### src/rtl/sv_buffer_pkg.sv
// ----------------------------------------------------------------------------
// sv_buffer_pkg
// Shared constants and helpers for the buffer subsystem.
//   OSTAGE_DEPTH   : entries in the controller's output stage (head + skid)
//   MEM_RD_LATENCY : cycles from RAM read strobe to valid read data
//   ptr_width()    : address width needed for a ring of a given depth
// ----------------------------------------------------------------------------
package sv_buffer_pkg;

   localparam int OSTAGE_DEPTH   = 2;
   localparam int MEM_RD_LATENCY = 1;

   function automatic int ptr_width(input int depth);
      return $clog2(depth);
   endfunction

endpackage

### src/rtl/ring_buffer_ctrl_ring_ptr.sv
// ----------------------------------------------------------------------------
// ring_ptr
// Increment-only wrap-around pointer for a ring of DEPTH entries
// (DEPTH need not be a power of two).
//   clk   : clock
//   rst_n : asynchronous reset, active-high
//   clr   : synchronous clear to 0 (wins over adv)
//   adv   : advance by one, wrapping DEPTH-1 -> 0
//   ptr   : current pointer value
// ----------------------------------------------------------------------------
module ring_ptr
   import sv_buffer_pkg::*;
#(
   parameter int DEPTH = 8
) (
   input  logic                     clk,
   input  logic                     rst_n,
   input  logic                     clr,
   input  logic                     adv,
   output logic [$clog2(DEPTH)-1:0] ptr
);

   localparam int            PW   = ptr_width(DEPTH);
   localparam logic [PW-1:0] LAST = PW'(DEPTH - 1);

   logic [PW-1:0] ptr_q;
   logic [PW-1:0] ptr_d;

   // Explicit compare against the last slot so non-power-of-two depths wrap
   // correctly instead of relying on natural binary overflow.
   always_comb begin
      ptr_d = ptr_q;
      if (clr) begin
         ptr_d = '0;
      end else if (adv) begin
         ptr_d = (ptr_q == LAST) ? '0 : ptr_q + 1'b1;
      end
   end

   always_ff @(posedge clk or posedge rst_n) begin
      if (rst_n) begin
         ptr_q <= '0;
      end else begin
         ptr_q <= ptr_d;
      end
   end

   assign ptr = ptr_q;

endmodule

### src/rtl/ring_buffer_ctrl.sv
// ----------------------------------------------------------------------------
// ring_buffer_ctrl
// Sequences a 1-write/1-read synchronous RAM (1-cycle read latency) as a
// circular buffer with ready/valid streams on both sides and a 2-entry
// output stage (head + skid) so the consumer sees registered data.
//   clk, rst_n             : clock, asynchronous active-high reset
//   flush                  : synchronous clear of all contents
//   in_valid/in_ready/in_data    : producer stream
//   out_valid/out_ready/out_data : consumer stream (head entry)
//   mem_wr_en/addr/data    : RAM write port
//   mem_rd_en/addr, mem_rd_data : RAM read port, data one cycle after strobe
//   level                  : entries held in RAM + in flight + output stage
// ----------------------------------------------------------------------------
module ring_buffer_ctrl
   import sv_buffer_pkg::*;
#(
   parameter int DEPTH      = 8,
   parameter int DATA_WIDTH = 32
) (
   input  logic                         clk,
   input  logic                         rst_n,
   input  logic                         flush,
   input  logic                         in_valid,
   output logic                         in_ready,
   input  logic [DATA_WIDTH-1:0]        in_data,
   output logic                         out_valid,
   input  logic                         out_ready,
   output logic [DATA_WIDTH-1:0]        out_data,
   output logic                         mem_wr_en,
   output logic [$clog2(DEPTH)-1:0]     mem_wr_addr,
   output logic [DATA_WIDTH-1:0]        mem_wr_data,
   output logic                         mem_rd_en,
   output logic [$clog2(DEPTH)-1:0]     mem_rd_addr,
   input  logic [DATA_WIDTH-1:0]        mem_rd_data,
   output logic [$clog2(DEPTH+2):0]     level
);

   localparam int            PW       = ptr_width(DEPTH);
   localparam int            CW       = $clog2(DEPTH + 1);
   localparam int            LW       = $clog2(DEPTH + 2) + 1;
   localparam logic [CW-1:0] FULL_CNT = CW'(DEPTH);

   logic [CW-1:0]         ram_cnt_q,    ram_cnt_d;
   logic                  rd_pend_q,    rd_pend_d;
   logic                  head_valid_q, head_valid_d;
   logic [DATA_WIDTH-1:0] head_data_q,  head_data_d;
   logic                  skid_valid_q, skid_valid_d;
   logic [DATA_WIDTH-1:0] skid_data_q,  skid_data_d;
   logic [LW-1:0]         level_q,      level_d;

   logic          push;
   logic          pop;
   logic          rd_issue;
   logic [2:0]    stage_occ;
   logic [PW-1:0] wr_ptr;
   logic [PW-1:0] rd_ptr;

   // in_ready depends only on registered RAM occupancy (plus reset/flush
   // gating), so there is no combinational path from out_ready.
   assign in_ready = !rst_n && !flush && (ram_cnt_q != FULL_CNT);
   assign push     = in_valid && in_ready;
   assign pop      = head_valid_q && out_ready && !flush;

   // A read may only issue if its data is guaranteed a slot when it lands:
   // stage entries plus the read already in flight, less the one leaving.
   assign stage_occ = 3'(head_valid_q) + 3'(skid_valid_q) + 3'(rd_pend_q);
   assign rd_issue  = !rst_n && !flush && (ram_cnt_q != '0)
                      && (stage_occ < (3'(OSTAGE_DEPTH) + 3'(pop)));

   ring_ptr #(.DEPTH(DEPTH)) u_wr_ptr (
      .clk   (clk),
      .rst_n (rst_n),
      .clr   (flush),
      .adv   (push),
      .ptr   (wr_ptr)
   );

   ring_ptr #(.DEPTH(DEPTH)) u_rd_ptr (
      .clk   (clk),
      .rst_n (rst_n),
      .clr   (flush),
      .adv   (rd_issue),
      .ptr   (rd_ptr)
   );

   // Output stage update: first apply the pop (skid slides into head), then
   // land returning RAM data in the first free slot of the post-pop stage.
   // The skid is only ever occupied behind a valid head, which keeps order.
   // Flush overrides everything and drops any read data arriving this cycle.
   always_comb begin
      ram_cnt_d    = ram_cnt_q + CW'(push) - CW'(rd_issue);
      rd_pend_d    = rd_issue;
      head_valid_d = head_valid_q;
      head_data_d  = head_data_q;
      skid_valid_d = skid_valid_q;
      skid_data_d  = skid_data_q;

      if (pop) begin
         head_valid_d = skid_valid_q;
         head_data_d  = skid_data_q;
         skid_valid_d = 1'b0;
      end

      if (rd_pend_q) begin
         if (!head_valid_d) begin
            head_valid_d = 1'b1;
            head_data_d  = mem_rd_data;
         end else begin
            skid_valid_d = 1'b1;
            skid_data_d  = mem_rd_data;
         end
      end

      if (flush) begin
         ram_cnt_d    = '0;
         rd_pend_d    = 1'b0;
         head_valid_d = 1'b0;
         head_data_d  = '0;
         skid_valid_d = 1'b0;
         skid_data_d  = '0;
      end

      level_d = LW'(ram_cnt_d) + LW'(rd_pend_d) + LW'(head_valid_d) + LW'(skid_valid_d);
   end

   always_ff @(posedge clk or posedge rst_n) begin
      if (rst_n) begin
         ram_cnt_q    <= '0;
         rd_pend_q    <= 1'b0;
         head_valid_q <= 1'b0;
         head_data_q  <= '0;
         skid_valid_q <= 1'b0;
         skid_data_q  <= '0;
         level_q      <= '0;
      end else begin
         ram_cnt_q    <= ram_cnt_d;
         rd_pend_q    <= rd_pend_d;
         head_valid_q <= head_valid_d;
         head_data_q  <= head_data_d;
         skid_valid_q <= skid_valid_d;
         skid_data_q  <= skid_data_d;
         level_q      <= level_d;
      end
   end

   assign mem_wr_en   = push;
   assign mem_wr_addr = wr_ptr;
   assign mem_wr_data = in_data;
   assign mem_rd_en   = rd_issue;
   assign mem_rd_addr = rd_ptr;
   assign out_valid   = head_valid_q;
   assign out_data    = head_data_q;
   assign level       = level_q;

endmodule

### config.mk
export PLATFORM = sky130hd
export DESIGN_NAME = ring_buffer_ctrl
export DESIGN_NICKNAME = d
export VERILOG_FILES = /design/src/rtl/sv_buffer_pkg.sv /design/src/rtl/ring_buffer_ctrl_ring_ptr.sv /design/src/rtl/ring_buffer_ctrl.sv
export SDC_FILE = /design/constraint.sdc
export NUM_CORES = 1
export LEC_CHECK = 0
export BUFFER_PORTS_ARGS = -buffer_cell sky130_fd_sc_hd__buf_4
export CORE_ASPECT_RATIO = 1.1
export CORE_MARGIN = 2
export CORE_UTILIZATION = 45
export CTS_CLUSTER_DIAMETER = 200
export DETAILED_ROUTE_END_ITERATION = 10
export PLACE_DENSITY = 0.76
export SLEW_MARGIN = 20
export SYNTH_ARGS = -nofsm -noshare
export SYNTH_HDL_FRONTEND = slang
export SYNTH_SLANG_ARGS = --single-unit
### constraint.sdc
create_clock -name clk -period 3.65 [get_ports clk]
set_input_delay 0.365 -clock clk [delete_from_list [all_inputs] [get_ports clk]]
set_output_delay 0.365 -clock clk [all_outputs]
set_load 0.03 [all_outputs]
### Word-level counts from Yosys, hierarchy flattened

Cells that the tools add are included.

* $add $sub $neg: 10
* magnitude comparators: 1
* eq/ne operators: 3
* mux-type cells: 22
* reduce and logical (&&, ||, !) cells: 15

Operators with widths (number)
* 32-bit two-way mux: 7
* 3-bit two-way mux: 6
* 5-bit by 1-bit adder with 5-bit output: 2
* 1-bit two-way mux: 8
* 2-bit nonzero test: 4
* 1-bit logical AND: 7
* 3-bit by 1-bit adder with 3-bit output, second input constant: 2
* 3-bit == test, second input constant: 2
* 4-bit by 1-bit adder with 5-bit output: 1
* 4-bit by 1-bit adder with 4-bit output: 1
* 4-bit two-way mux: 1
* 4-bit inequality test, second input constant: 1
* 4-bit nonzero test: 1
* 4-bit by 1-bit subtractor with 4-bit output: 1
* 2-bit by 1-bit adder with 3-bit output: 1
* 2-bit by 1-bit adder with 3-bit output, first input constant: 1
* 3-bit less-than comparator: 1
* 1-bit by 1-bit adder with 2-bit output: 1
* 1-bit logical NOT: 2
* 2-bit AND reduction: 1

* register bits after elaboration: 82
* input port bits: 69
* output and inout bits: 79
* logic and storage cells: 60

### Logic depth before layout (Yosys ltp)

* depth after elaboration: 10
* mapped depth: 14
* mapped depth without buffers: 14

### Hierarchy

A second synthesis with hierarchy kept.

* cell total of the unflattened synthesis: 336
* area, all modules: 3938.8 um^2

Modules (own cells, without submodules)
* ring_buffer_ctrl: instances 1, cells an instance 310, area an instance 3628.5 um^2, seq. area each 1901.8 um^2
* ring_ptr: instances 2, cells an instance 13, area an instance 155.1 um^2, seq. area each 75.1 um^2

### Worst setup path after synthesis

OpenSTA, ideal clock, no wires.

* path type: reg-to-reg
* start point: reg head_valid_q, in the netlist out_valid
* end point: reg level_q[2], in the netlist level[2]
* library setup time: 130 ps
* arrival time: 3835 ps
* required time: 3520 ps
* path slack: -315 ps
* stages on the path, launching flop included: 14
* buffers on the path: 0
* period minus slack after synthesis: 3965 ps
* cells stage by stage: dfrtp_1 -> inv_1 -> fa_1 -> and4b_1 -> o211ai_2 -> inv_1 -> ha_1 -> inv_1 -> ha_1 -> nor2b_1 -> fa_1 -> ha_1 -> fa_1 -> xor2_1

* longest elaborated chain between the ends: 10
* elaborated cells on any way between the ends: 20
* classes of those cells: add/sub (7); order compare (1); mux (9); reduce/logical (3)

Ends and longest elaborated chain
* start: declaration: line ring_buffer_ctrl.sv:45 `logic head_valid_q, head_valid_d;`
* start signal: assignment: line ring_buffer_ctrl.sv:138 `head_valid_q <= head_valid_d;`
* 1-bit logical AND (2 in series): line ring_buffer_ctrl.sv:62 `assign pop = head_valid_q && out_ready && !flush;`
* 2-bit by 1-bit adder with 3-bit output: line ring_buffer_ctrl.sv:68 `&& (stage_occ < (3'(OSTAGE_DEPTH) + 3'(pop)));`
* 3-bit less-than comparator (*): line ring_buffer_ctrl.sv:68
* 1-bit logical AND (*): line ring_buffer_ctrl.sv:68
* via mem_rd_en: line ring_buffer_ctrl.sv:32 `output logic mem_rd_en,`
* 4-bit by 1-bit subtractor with 4-bit output (*): line ring_buffer_ctrl.sv:91 `ram_cnt_d = ram_cnt_q + CW'(push) - CW'(rd_issue);`
* 4-bit two-way mux (*): line ring_buffer_ctrl.sv:114 `if (flush) begin`
* via ram_cnt_d[0]: line ring_buffer_ctrl.sv:43 `logic [CW-1:0] ram_cnt_q, ram_cnt_d;`
* 4-bit by 1-bit adder with 5-bit output (*): line ring_buffer_ctrl.sv:123 `level_d = LW'(ram_cnt_d) + LW'(rd_pend_d) + LW'(head_valid_d) + LW'(skid_valid_d);`
* 5-bit by 1-bit adder with 5-bit output (*) (2 in series): line ring_buffer_ctrl.sv:123
* via level_d[2]: line ring_buffer_ctrl.sv:49 `logic [LW-1:0] level_q, level_d;`
* end signal: assignment: line ring_buffer_ctrl.sv:142 `level_q <= level_d;`
* end: declaration: line ring_buffer_ctrl.sv:49

Mark *: on every way through the listed nets, which the timed path passes. The rest lies on a longest branch.
A chain may end at the register's enable or synchronous reset.

### Worst setup path in the final report

* start point: reg head_valid_q, in the netlist out_valid
* end point: reg level_q[2], in the netlist level[2]

* longest elaborated chain between the ends: 10
* elaborated cells on any way between the ends: 20
* classes of those cells: add/sub (7); order compare (1); mux (9); reduce/logical (3)

Ends and longest elaborated chain (line)
* 1-bit logical AND (2 in series): ring_buffer_ctrl.sv:62
* 2-bit by 1-bit adder with 3-bit output: ring_buffer_ctrl.sv:68
* 3-bit less-than comparator (*): ring_buffer_ctrl.sv:68
* 1-bit logical AND (*): ring_buffer_ctrl.sv:68
* 4-bit by 1-bit subtractor with 4-bit output (*): ring_buffer_ctrl.sv:91
* 4-bit two-way mux (*): ring_buffer_ctrl.sv:114
* via ram_cnt_d[0]: ring_buffer_ctrl.sv:43
* 4-bit by 1-bit adder with 5-bit output (*): ring_buffer_ctrl.sv:123
* 5-bit by 1-bit adder with 5-bit output (*) (2 in series): ring_buffer_ctrl.sv:123
* via level_d[2]: ring_buffer_ctrl.sv:49

Marked as above.

==> out/results.tsv <==
stage	metric	value	unit
timing	RSZ-0062 raised after global routing	false	
critical_path	CP required	3.88	ns
drt	DRT Pass-1 Iters	4	
critical_path	CP Max Fanout	5	
finish	ratio of cells with drive above 1 in the final layout	38.6	%
clock_network	CTS hold repair buffers	0	
timing	fin crit share	92.9	%
floorplanning	Core Area	8920	um^2
global_routing	largest net degree at the start of global routing	65	
power_and_ir_drop	PwrDens	540	nW/um^2
timing	Max transition margin	31.7	%
critical_path	CP Capture Type	register	
clock_network	CTS sink cnt	82	
logic_synthesis	Syn Inst Count	343	
global_routing	first-pass GRT wire length	14.3	mm
logic_synthesis	YS warnings	0	
drt	wire length per cell	17.2	um
timing	Final Setup Violations	0	
clock_network	clock-pin slew on the worst setup and hold paths	0.09	ns
finish	design area	4840	um^2
place	port buffer count	83	
outcome	run status	finished, final reports clean	
run	max_cap viols	0	
drt	Vias/cell	5.41	
clock_network	CTS tree	built	
floorplanning	initial core utilization	46.4	%
logic_synthesis	Mean Syn Cell Area	12.1	um^2
drt	number of routed nets with antenna violations	0	
finish	most common cell after layout, fill and taps aside	buf_4	
timing	fmax	295	MHz
floorplanning	row count	36	
drt	via count	2773	
drt	Routed WL	8.85	mm
critical_path	CP arrival	3.62	ns
power_and_ir_drop	leakage power	0.00255	uW
global_routing	grt total ovfl	0	
clock_network	CTS buffer count	9	
timing	Max Slew Vio Count	0	
drt	First DRT Iteration DRCs	98	
finish	Nets	479	
floorplanning	io pins	148	
critical_path	r2r setup slk	0.26	ns
global_routing	initial antenna violation count	0	
critical_path	crit path kind	register to register	
critical_path	startpoint types	register	
clock_network	root buf cell	clkbuf_8	
min_path	worst hold path type	input pin to async pin	
timing	minimum clock period	3.39	ns
place	dpl cell area	4630	um^2
logic_synthesis	Yosys cell types	37	
clock_network	H-tree levels	3	
logic_synthesis	flops & latches, synth	82	
global_routing	number of global-route vias before repair	2848	
timing	Slew @ Worst Pin	1.03	ns
critical_path	FF-to-FF End	level[2]$_DFF_PP0_	
finish	fin cells	513	
power_and_ir_drop	total power	2610	uW
place	HPWL Detailed	5.86	mm
timing	Fin. Hold Viols	0	
place	gpl congestion	0.753	
timing	setup tns final	0	ns
power_and_ir_drop	Max IR drop VDD	0.276	mV
logic_synthesis	post-synthesis sequential area ratio	49.6	%
floorplanning	Chip Width	95.4	um
finish	most frequent cells in the layout	buf_4, dfrtp_1, nor2_1, mux2i_1, a22o_1	
logic_synthesis	syn_nets	428	
finish	synthesis-to-finish area growth	16.9	%
place	placed cell count	495	
timing	hold slack	0.104	ns
timing	Layout Skew	0.0140	ns
floorplanning	Die H	105	um
drt	drt drc	0	
critical_path	Worst Setup SP	out_valid$_DFF_PP0_	
critical_path	R2R depth	13	
finish	ANT cells	0	
logic_synthesis	mapped cell area	4140	um^2
clock_network	Skew-Pair Late Insertion Delay	0.36	ns
clock_network	clock buffer depth	2	
critical_path	reg-to-reg startpoint	out_valid$_DFF_PP0_	
floorplanning	die area	9980	um^2
global_routing	Total GRT Usage	18.3	%
==> flip-flops by register name (all words and copies together), names as in the netlist <==
register / cells
level: 5
out_data: 32
out_valid: 1
ram_cnt_q: 4
rd_pend_q: 1
skid_data_q: 32
skid_valid_q: 1
u_rd_ptr.ptr: 3
u_wr_ptr.ptr: 3
==> Yosys cell counts, drive strengths merged <==
library cell | instances | area share [%]
dfrtp | 82 | 50
buf | 52 | 8.8
nor2 | 40 | 3.7
mux2i | 35 | 8.5
a211oi | 32 | 9.2
a22o | 32 | 6.8
inv | 14 | 1.3
ha | 12 | 3.6
a21oi | 8 | 0.97
nand2 | 6 | 0.54
fa | 4 | 1.9
nand2b | 2 | 0.30
nand3 | 2 | 0.24
nor2b | 2 | 0.30
o21ai | 2 | 0.51
or3 | 2 | 0.30
or3b | 2 | 0.42
xor2 | 2 | 0.42
a31o | 1 | 0.21
a31oi | 1 | 0.15
and3 | 1 | 0.15
and4b | 1 | 0.24
clkbuf | 1 | 0.091
nand3b | 1 | 0.18
nor3 | 1 | 0.12
nor3b | 1 | 0.30
o211ai | 1 | 0.30
o311ai | 1 | 0.39
o31a | 1 | 0.21
xnor2 | 1 | 0.21
==> critical path: stages, from the launching register on <==
cell and delay [ns]:
dfrtp_2 0.41, inv_2 0.07, fa_1 0.46, and4b_1 0.19, o211ai_2 0.19, inv_2 0.06, ha_1 0.27, inv_1 0.04
ha_1 0.25, nor2b_2 0.17, fa_1 0.45, ha_2 0.20, fa_2 0.35, xor2_1 0.16
==> power breakdown <==
group	switching, uW	internal (uW)
Combinational	540	357
Clock	354	272
Sequential	69.6	1020
==> cells by family after synthesis <==
family	count (synthesis)	synth area share, %
flip-flops	82	49.6
AO/OA/AOI/OAI	79	18.7
buffers and inverters	67	10.2
AND/OR/NAND/NOR	61	6.81
multiplexers	35	8.47
adder cells (fa/ha/maj)	16	5.57
XOR/XNOR	3	0.635
==> per-stage QoR <==
step	utilization (%)	setup slack [ns]
3_3_place_gp	52.0	0.233
6_report	54.2	0.260
3_5_place_dp	52.0	0.150
4_1_cts	54.0	0.122
2_1_floorplan	-	0.0107
5_1_grt	54.2	0.0667
==> final cells by class <==
cell class / instances / area [um^2]
Clock buffer: 10 / 138
Clock inverter: 6 / 48.8
Fill cell: 782 / 4080
Inverter: 14 / 53.8
Multi-Input combinational cell: 194 / 1690
Sequential cell: 82 / 2050
Tap cell: 114 / 143
Timing Repair Buffer: 93 / 711
==> repair_timing <==
item	in CTS	in global routing
setup buffers	0	2
endpoints found under the setup margin	0	2
gates resized for setup	0	1
hold endpoints to repair	0	0
==> how the worst max path moves through the flow <==
| stage | end | slack [ns] | depth (start not counted) |
|---|---|---|---|
| global placement | level[3]$_DFF_PP0_ | 0.23 | 14 |
| detailed placement | level[3]$_DFF_PP0_ | 0.15 | 14 |
| CTS | level[3]$_DFF_PP0_ | 0.12 | 14 |
| finish | level[2]$_DFF_PP0_ | 0.26 | 13 |
| global route | level[2]$_DFF_PP0_ | 0.07 | 13 |
| floorplan | level[2]$_DFF_PP0_ | 0.01 | 13 |
==> routing by layer <==
metal | track usage [%] | share of wire (%) | vias to the layer above | wire (um)
li1 | - | - | 1288 | -
met1 | 24.5 | 45 | 1390 | 3940
met2 | 28.3 | 48 | 81 | 4270
met3 | 4.18 | 5.3 | 14 | 466
met4 | 8.27 | 1.9 | 0 | 167
met5 | 0 | 0 | - | 0
Power figures use the tool's default switching activity.
